--- src/rtl/switch_alloc.sv ---
// Five-port wormhole switch allocator: each output locks to one input for a whole
// packet, chosen round-robin (RR_EN=1) or by fixed priority L>N>E>S>W (RR_EN=0).
module switch_alloc #(
  parameter int RR_EN = 1
) (
  input  logic       clk,
  input  logic       rst,
  input  logic [2:0] request_L,
  input  logic [2:0] request_N,
  input  logic [2:0] request_E,
  input  logic [2:0] request_S,
  input  logic [2:0] request_W,
  input  logic       tail_L,
  input  logic       tail_N,
  input  logic       tail_E,
  input  logic       tail_S,
  input  logic       tail_W,
  input  logic       ready_L,
  input  logic       ready_N,
  input  logic       ready_E,
  input  logic       ready_S,
  input  logic       ready_W,
  output logic [2:0] sel_L,
  output logic [2:0] sel_N,
  output logic [2:0] sel_E,
  output logic [2:0] sel_S,
  output logic [2:0] sel_W,
  output logic       grant_L,
  output logic       grant_N,
  output logic       grant_E,
  output logic       grant_S,
  output logic       grant_W
);
  typedef enum logic {ST_IDLE, ST_LOCKED} state_t;

  localparam int unsigned NP = 5;
  localparam logic [2:0] SEL_NONE = 3'b111;

  logic [2:0]    w_req       [NP];
  logic [NP-1:0] w_mask      [NP];
  logic [2:0]    w_winner    [NP];
  logic [NP-1:0] w_tail, w_ready, w_grant, w_any, w_ogrant;
  state_t        r_state     [NP];
  state_t        w_state_nxt [NP];
  logic [2:0]    r_owner     [NP];
  logic [2:0]    w_owner_nxt [NP];
  logic [2:0]    r_ptr       [NP];
  logic [2:0]    w_ptr_nxt   [NP];
  logic [2:0]    r_sel       [NP];
  logic [2:0]    w_sel_nxt   [NP];

  assign w_req[0] = request_L;
  assign w_req[1] = request_N;
  assign w_req[2] = request_E;
  assign w_req[3] = request_S;
  assign w_req[4] = request_W;
  assign w_tail   = {tail_W, tail_S, tail_E, tail_N, tail_L};
  assign w_ready  = {ready_W, ready_S, ready_E, ready_N, ready_L};

  // Scan downward from ptr+4 to ptr so the last hit is the first requester at or after ptr.
  function automatic logic [2:0] rr_pick(input logic [NP-1:0] mask, input logic [2:0] ptr);
    logic [2:0] win;
    logic [3:0] idx;
    win = '0;
    for (int unsigned k = 0; k < NP; k++) begin
      idx = {1'b0, ptr} + 4'(NP - 1 - k);
      if (idx >= 4'd5) idx = idx - 4'd5;
      if (mask[idx[2:0]]) win = idx[2:0];
    end
    return win;
  endfunction

  // Codes 101..111 never match an output index, so they fall out as idle here.
  always_comb begin
    for (int unsigned o = 0; o < NP; o++) begin
      for (int unsigned i = 0; i < NP; i++) begin
        w_mask[o][i] = (w_req[i] == 3'(o));
      end
      w_any[o]    = |w_mask[o];
      w_winner[o] = rr_pick(w_mask[o], (RR_EN != 0) ? r_ptr[o] : 3'd0);
      w_ogrant[o] = (r_state[o] == ST_LOCKED) && w_mask[o][r_owner[o]] && w_ready[o];
    end
  end

  always_comb begin
    w_grant = '0;
    for (int unsigned o = 0; o < NP; o++) begin
      for (int unsigned i = 0; i < NP; i++) begin
        if (w_ogrant[o] && (r_owner[o] == 3'(i))) w_grant[i] = 1'b1;
      end
    end
    if (!rst) w_grant = '0;
  end

  always_comb begin
    for (int unsigned o = 0; o < NP; o++) begin
      w_state_nxt[o] = r_state[o];
      w_owner_nxt[o] = r_owner[o];
      w_ptr_nxt[o]   = r_ptr[o];
      case (r_state[o])
        ST_IDLE: begin
          if (w_any[o]) begin
            w_state_nxt[o] = ST_LOCKED;
            w_owner_nxt[o] = w_winner[o];
            w_ptr_nxt[o]   = (w_winner[o] == 3'd4) ? 3'd0 : w_winner[o] + 3'd1;
          end
        end
        ST_LOCKED: begin
          if (w_ogrant[o] && w_tail[r_owner[o]]) w_state_nxt[o] = ST_IDLE;
        end
        default: w_state_nxt[o] = ST_IDLE;
      endcase
      w_sel_nxt[o] = (w_state_nxt[o] == ST_LOCKED) ? w_owner_nxt[o] : SEL_NONE;
    end
  end

  always_ff @(posedge clk) begin
    for (int unsigned o = 0; o < NP; o++) begin
      if (!rst) begin
        r_state[o] <= ST_IDLE;
        r_owner[o] <= '0;
        r_ptr[o]   <= '0;
        r_sel[o]   <= SEL_NONE;
      end else begin
        r_state[o] <= w_state_nxt[o];
        r_owner[o] <= w_owner_nxt[o];
        r_ptr[o]   <= w_ptr_nxt[o];
        r_sel[o]   <= w_sel_nxt[o];
      end
    end
  end

  assign sel_L   = r_sel[0];
  assign sel_N   = r_sel[1];
  assign sel_E   = r_sel[2];
  assign sel_S   = r_sel[3];
  assign sel_W   = r_sel[4];
  assign grant_L = w_grant[0];
  assign grant_N = w_grant[1];
  assign grant_E = w_grant[2];
  assign grant_S = w_grant[3];
  assign grant_W = w_grant[4];
endmodule

--- config.mk ---
export PLATFORM = sky130hd
export DESIGN_NAME = switch_alloc
export DESIGN_NICKNAME = d
export VERILOG_FILES = /design/src/rtl/switch_alloc.sv
export SDC_FILE = /design/constraint.sdc
export NUM_CORES = 1
export LEC_CHECK = 0
export CORE_ASPECT_RATIO = 1.5
export CORE_MARGIN = 4
export CORE_UTILIZATION = 35
export DETAILED_ROUTE_END_ITERATION = 16
export GPL_ROUTABILITY_DRIVEN = 0
export GPL_TIMING_DRIVEN = 0
export SETUP_SLACK_MARGIN = 0.5
export SYNTH_ARGS = -nofsm -noshare
export SYNTH_HDL_FRONTEND = slang
export SYNTH_SLANG_ARGS = --single-unit
--- constraint.sdc ---
create_clock -name clk -period 4 [get_ports clk]
set_clock_uncertainty 0.15 [all_clocks]
set_input_delay 0.6 -clock clk [delete_from_list [all_inputs] [get_ports clk]]
set_output_delay 0.6 -clock clk [all_outputs]
set_load 0.005 [all_outputs]
Yosys cells after proc, flatten, opt, wreduce, memory -nomap -nowiden
Memories as Yosys holds them, arrays and structs flattened.
Index checks and enable logic that the tools add are counted.
{ "op_classes": {"n_bitwise": 25, "addsub": 50, "eq_ne": 45, "n_lt_le_gt_ge": 55, "muxes": 213, "reduce_logical": 55} }
{ "op_table": {"columns": ["cell", "n"], "rows": [
  ["two-way mux 3 bit", 95],
  ["< comparator 3 x 4 -> 1 bit (second input constant)", 30],
  ["binary-select mux 1 bit (select 3 bit)", 35],
  [">= comparator 4 x 3 -> 1 bit (second input constant)", 20],
  ["two-way mux 1 bit", 77],
  ["subtractor 3 bit (second input constant)", 25],
  ["equality test 3 x 2 -> 1 bit (second input constant)", 20],
  ["equality test 3 bit (second input constant)", 15],
  ["adder 3 x 2 -> 4 bit (second input constant)", 10],
  ["logical AND 1 bit", 40],
  ["equality test 3 x 1 -> 1 bit (second input constant)", 10],
  ["zero test 3 bit", 10],
  ["OR reduction 5 bit", 5],
  ["adder 3 x 1 -> 4 bit (second input constant)", 5],
  ["adder 3 x 3 -> 4 bit (second input constant)", 5],
  ["OR 1 bit", 20],
  ["adder 3 x 1 -> 3 bit (second input constant)", 5],
  [">= comparator 3 bit (second input constant)", 5],
  ["case mux 1 bit (2 select lines)", 5],
  ["two-way mux 5 bit", 1],
  ["inverter 1 bit", 5]
]} }
{ "totals": {"ram_bits": 50, "input_bits": 27, "out_inout_bits": 20, "register_bits": 0, "n_memories": 4, "word_cells": 447} }
{ "mem_list": {"columns": ["memory", "depth", "width", "rd", "rd_ports_with_merged_regs", "write_ports", "line_no", "source"], "rows": [
  ["r_owner", 5, 3, 5, 0, 5, "45", "logic [2:0] r_owner [NP];"],
  ["r_ptr", 5, 3, 5, 0, 5, "47", "logic [2:0] r_ptr [NP];"],
  ["r_sel", 5, 3, 5, 0, 5, "49", "logic [2:0] r_sel [NP];"],
  ["r_state", 5, 1, 5, 0, 5, "43", "state_t r_state [NP];"]
]} }

Logic depth before layout (Yosys ltp)
Gate-level depths: netlist of run 1.
An unclocked memory read counts as a cell.
{ "depth": {"word_depth": 16, "depth_mapped": 17, "depth_no_buf": 16} }

Least setup slack after synthesis of run 1
Ideal clock, no wire load.
{ "synth_timing": {"path_type": "register to register", "startpoint": "memory r_ptr[3][0]", "endpoint": "memory r_ptr[3][2]", "t_arrival_ns": 3.571, "path_slack_ns": 0.205, "synth_period_minus_slack_ns": 3.795, "path_stages_with_launch": 17, "path_buffers": 1, "required_ns": 3.776, "setup_time_ns": 0.074, "path_cell_list": "dfxtp_1 > buf_2 > inv_2 > ha_1 > inv_1 > fa_1 > a21oi_1 > mux2i_1 > mux2_2 > a211o_1 > nor2_1 > a311o_1 > nand3_1 > and2_1 > ha_1 > or3_1 > a31oi_1"} }
{ "synth_lines": {"columns": ["element", "line_no"], "rows": [
  ["start, declared", "47"]
]} }

==> reports/results.txt, run 1 <==
Slew headroom - 33.5%
Yosys warning count - 0
Vias in the first global route - 8194
TritonCTS clock tree - yes
Setup crit start kind - flip-flop
Worst VDD drop - 0.456 mV
Total power - 6.79 mW
WP data required - 4050 ps
Post-synthesis cell area - 7400 µm²
Fillers - 1998
Ys flop type - dfxtp_1
Crit-path max cell delay - 420 ps
Power Internal - 3.48 mW
Clock share of power - 6.8%
Period utilization - 91.5%
FF/Latch Area - 1040 µm²
Final Hold Fails - 0
IO Port Bufs - 39
CTS H-tree lvls - 2
Starting Density - 35.9%
DP Wirelength - 19000 µm
Post-DP Area - 8180 µm²
Vias - 8481
GRT Total Usage - 21.4%
Core area - 20600 µm²
Number of flops mapped to enable cells by yosys - 0
Post-Syn Nets - 1065
Max FO, Critical Path - 5
Synth async-reset ratio - 0%
Drt first pass iters - 6
Die Ht - 186 µm
Crit path kind - flip-flop to flip-flop
Initial antenna violation count - 0
Fraction of layout cells with a size suffix above 1 - 30.4%
Wire per inst - 19.2 µm
Least-Margin Pin Slew - 992 ps
Die Wd - 127 µm
Ports - 47
Largest net degree at the start of global routing - 19
FF+latch count, synth - 50
Total Routed Length - 26500 µm
Number of CTS-inserted buffers - 5
Top delay family on crit path - compound AO/OA/AOI/OAI gates
Post-synthesis sequential area ratio - 13.5%
Synth area leader - dfxtp_1
Cells taking the most area after synthesis - dfxtp_1, ha_1, mux2i_1, nor2_1, mux4_2
# clock sinks - 50
Clock Tree Buf Depth - 2
Area of the multi-input gates - 6860 µm²
Pleak - 3.86 nW
Net Switching - 3.31 mW
Logic pwr share - 81.8%
Total Neg Setup Slack - 0 ps
Placed insts - 1288
Power Density - 681 nW/µm²
Post-Syn Instances - 985
Clock slew at reported path FFs - 80 ps
Via/cell ratio - 6.14
Crit-path slowest cell - mux4_2
Synth top cells by count - nor2_1, nand2_1, a21oi_1, dfxtp_1
RSZ-0062 raised after global routing - true
Nets - 1195
CP bufs+invs - 8
Slew Limit Fails - 0
Root Driver - clkbuf_16
Post-route ant nets - 0
Final setup vio count - 0
First-pass GRT wire length - 41700 µm
Die footprint - 23600 µm²
Row count - 64
Total grt overflow - 0
Synth-to-Final Area Change - 34.8%
Hold-fix buffers, CTS - 0
Critical Path AT - 3710 ps
Yosys top cell area share - 13.5%
Syn_area_per_cell - 7.51 µm²
Worst-Skew Late Latency - 300 ps
Net Sw Frac - 48.7%
Hold Crit Class - flip-flop to flip-flop
Detailed Route Iter0 Violations - 650
Final Non-Filler Cells - 1381
F_max - 0.273 GHz
DRC - 0
Tmin final - 3660 ps
Count leader, synth - nor2_1
Maxcap violations - 0
Post-route cell area - 9970 µm²
Run status - finished clean
Crit-path cells - buf_8, inv_8, buf_6, ha_4, and3b_2, buf_4, o21ai_1, a21boi_0, mux4_2, o21ai_4, buf_4, nand2_1, nand3_2, and2_4, ha_4, buf_4, buf_6, buf_6, nand2b_4, a41o_1
Setup crit end kind - flip-flop
Sequential power share - 11.4%
Synth cell types - 98
placed cells by master, fill, tap and decap left out, types with 14 or more instances in the layout:
master           netlist  layout
dfxtp_1               50      36
ha_1                  48      28
nand2_1               78      75
mux2i_1               42      35
buf_4                  1      79
clkdlybuf4s50_1        0      26
nor2b_1               17      15
nand2b_1              24      23
o21ai_0               48      43
a21oi_1               54      42
or3_1                 16      14
nor3_1                34      30
nand3_1               40      36
buf_6                  2      19
a31oi_1               18      14
inv_1                 36      26
nor2_1                89      82
sequential cells by signal (all words and copies together), names as in the netlist:
signal,cells
r_ptr,15
r_state,5
r_sel,15
r_owner,15
final cells by class:
class / count / area share (%)
Sequential cell: 50 / 10.4
Tap cell: 264 / 3.31
Clock buffer: 5 / 1.26
Antenna cell: 1 / 0.0251
Buffer: 46 / 3.34
Inverter: 43 / 2.05
Clock inverter: 3 / 0.264
Timing Repair Buffer: 123 / 10.5
Multi-Input combinational cell: 846 / 68.8
power by group through the flow:
stage                     combinational, mW  sequential [mW]  clock [mW]
final                                  5.55            0.775       0.459
after global placement                 3.95            0.765           0
after global routing                   6.01            0.794       0.485
after detailed placement               3.98            0.766           0
after CTS                              4.73            0.769       0.468
after floorplan                        3.12            0.726           0
cells by family after synthesis:
group                      Yosys count  synth area share (%)
DFF                                 50                  13.5
buffers and inverters               89                  5.09
muxes                               63                  10.9
and+or+nand+nor                    419                  30.9
AOI/OAI and AO/OA                  289                  27.5
xor gates and xnor gates            22                  2.61
adders and majority gates           53                  9.47
worst reg2reg max path: cells and delay by family, from the launching register on:
| family | cells | cell delay [ps] |
|---|---|---|
| compound gates | 4 | 940 |
| fa+ha+maj | 2 | 290 |
| buf+inv | 8 | 820 |
| flops | 1 | 350 |
| mux | 1 | 420 |
| simple gates | 5 | 580 |
metrics by stage:
step                      hold slack, ps  utilization, %  worst slack, ps
after CTS                            387            44.5              329
after detailed placement             366            39.7             -624
after floorplan                      326               -              480
final                                377            48.4              339
after global routing                 419            48.4              164
after global placement               358            39.7             -628
per-layer routing:
| layer | GRT usage, % | part of all wire [%] | routed length [µm] |
|---|---|---|---|
| met1 | 25.0 | 40 | 10500 |
| met2 | 38.8 | 51 | 13400 |
| met3 | 2.76 | 5.6 | 1480 |
| met4 | 9.45 | 4.2 | 1120 |
| met5 | 0 | 0 | 0 |
final timing paths:
path              depth (start not counted)     endpoint     startpoint  slack, ps
setup / recovery                         20  r_ptr[3][0]    r_ptr[3][0]        340
hold / removal                            2  r_sel[0][2]  r_owner[0][2]        380
setup reg to reg                         20  r_ptr[3][0]    r_ptr[3][0]        340
hold reg to reg                           2  r_sel[0][2]  r_owner[0][2]        380
repair_timing:
item	CTS	global route
buffers inserted	53	31
pin swaps	32	59
resized for setup	156	148
setup endpoints to repair	42	39
(Power assumes the default switching activity.)
==> inputs of run 2 (changes only) <==
CAP_MARGIN = 30   (was unset)
==> results of run 2 <==
Same layout as run 1: the final DEF is identical, and so are final timing and power.
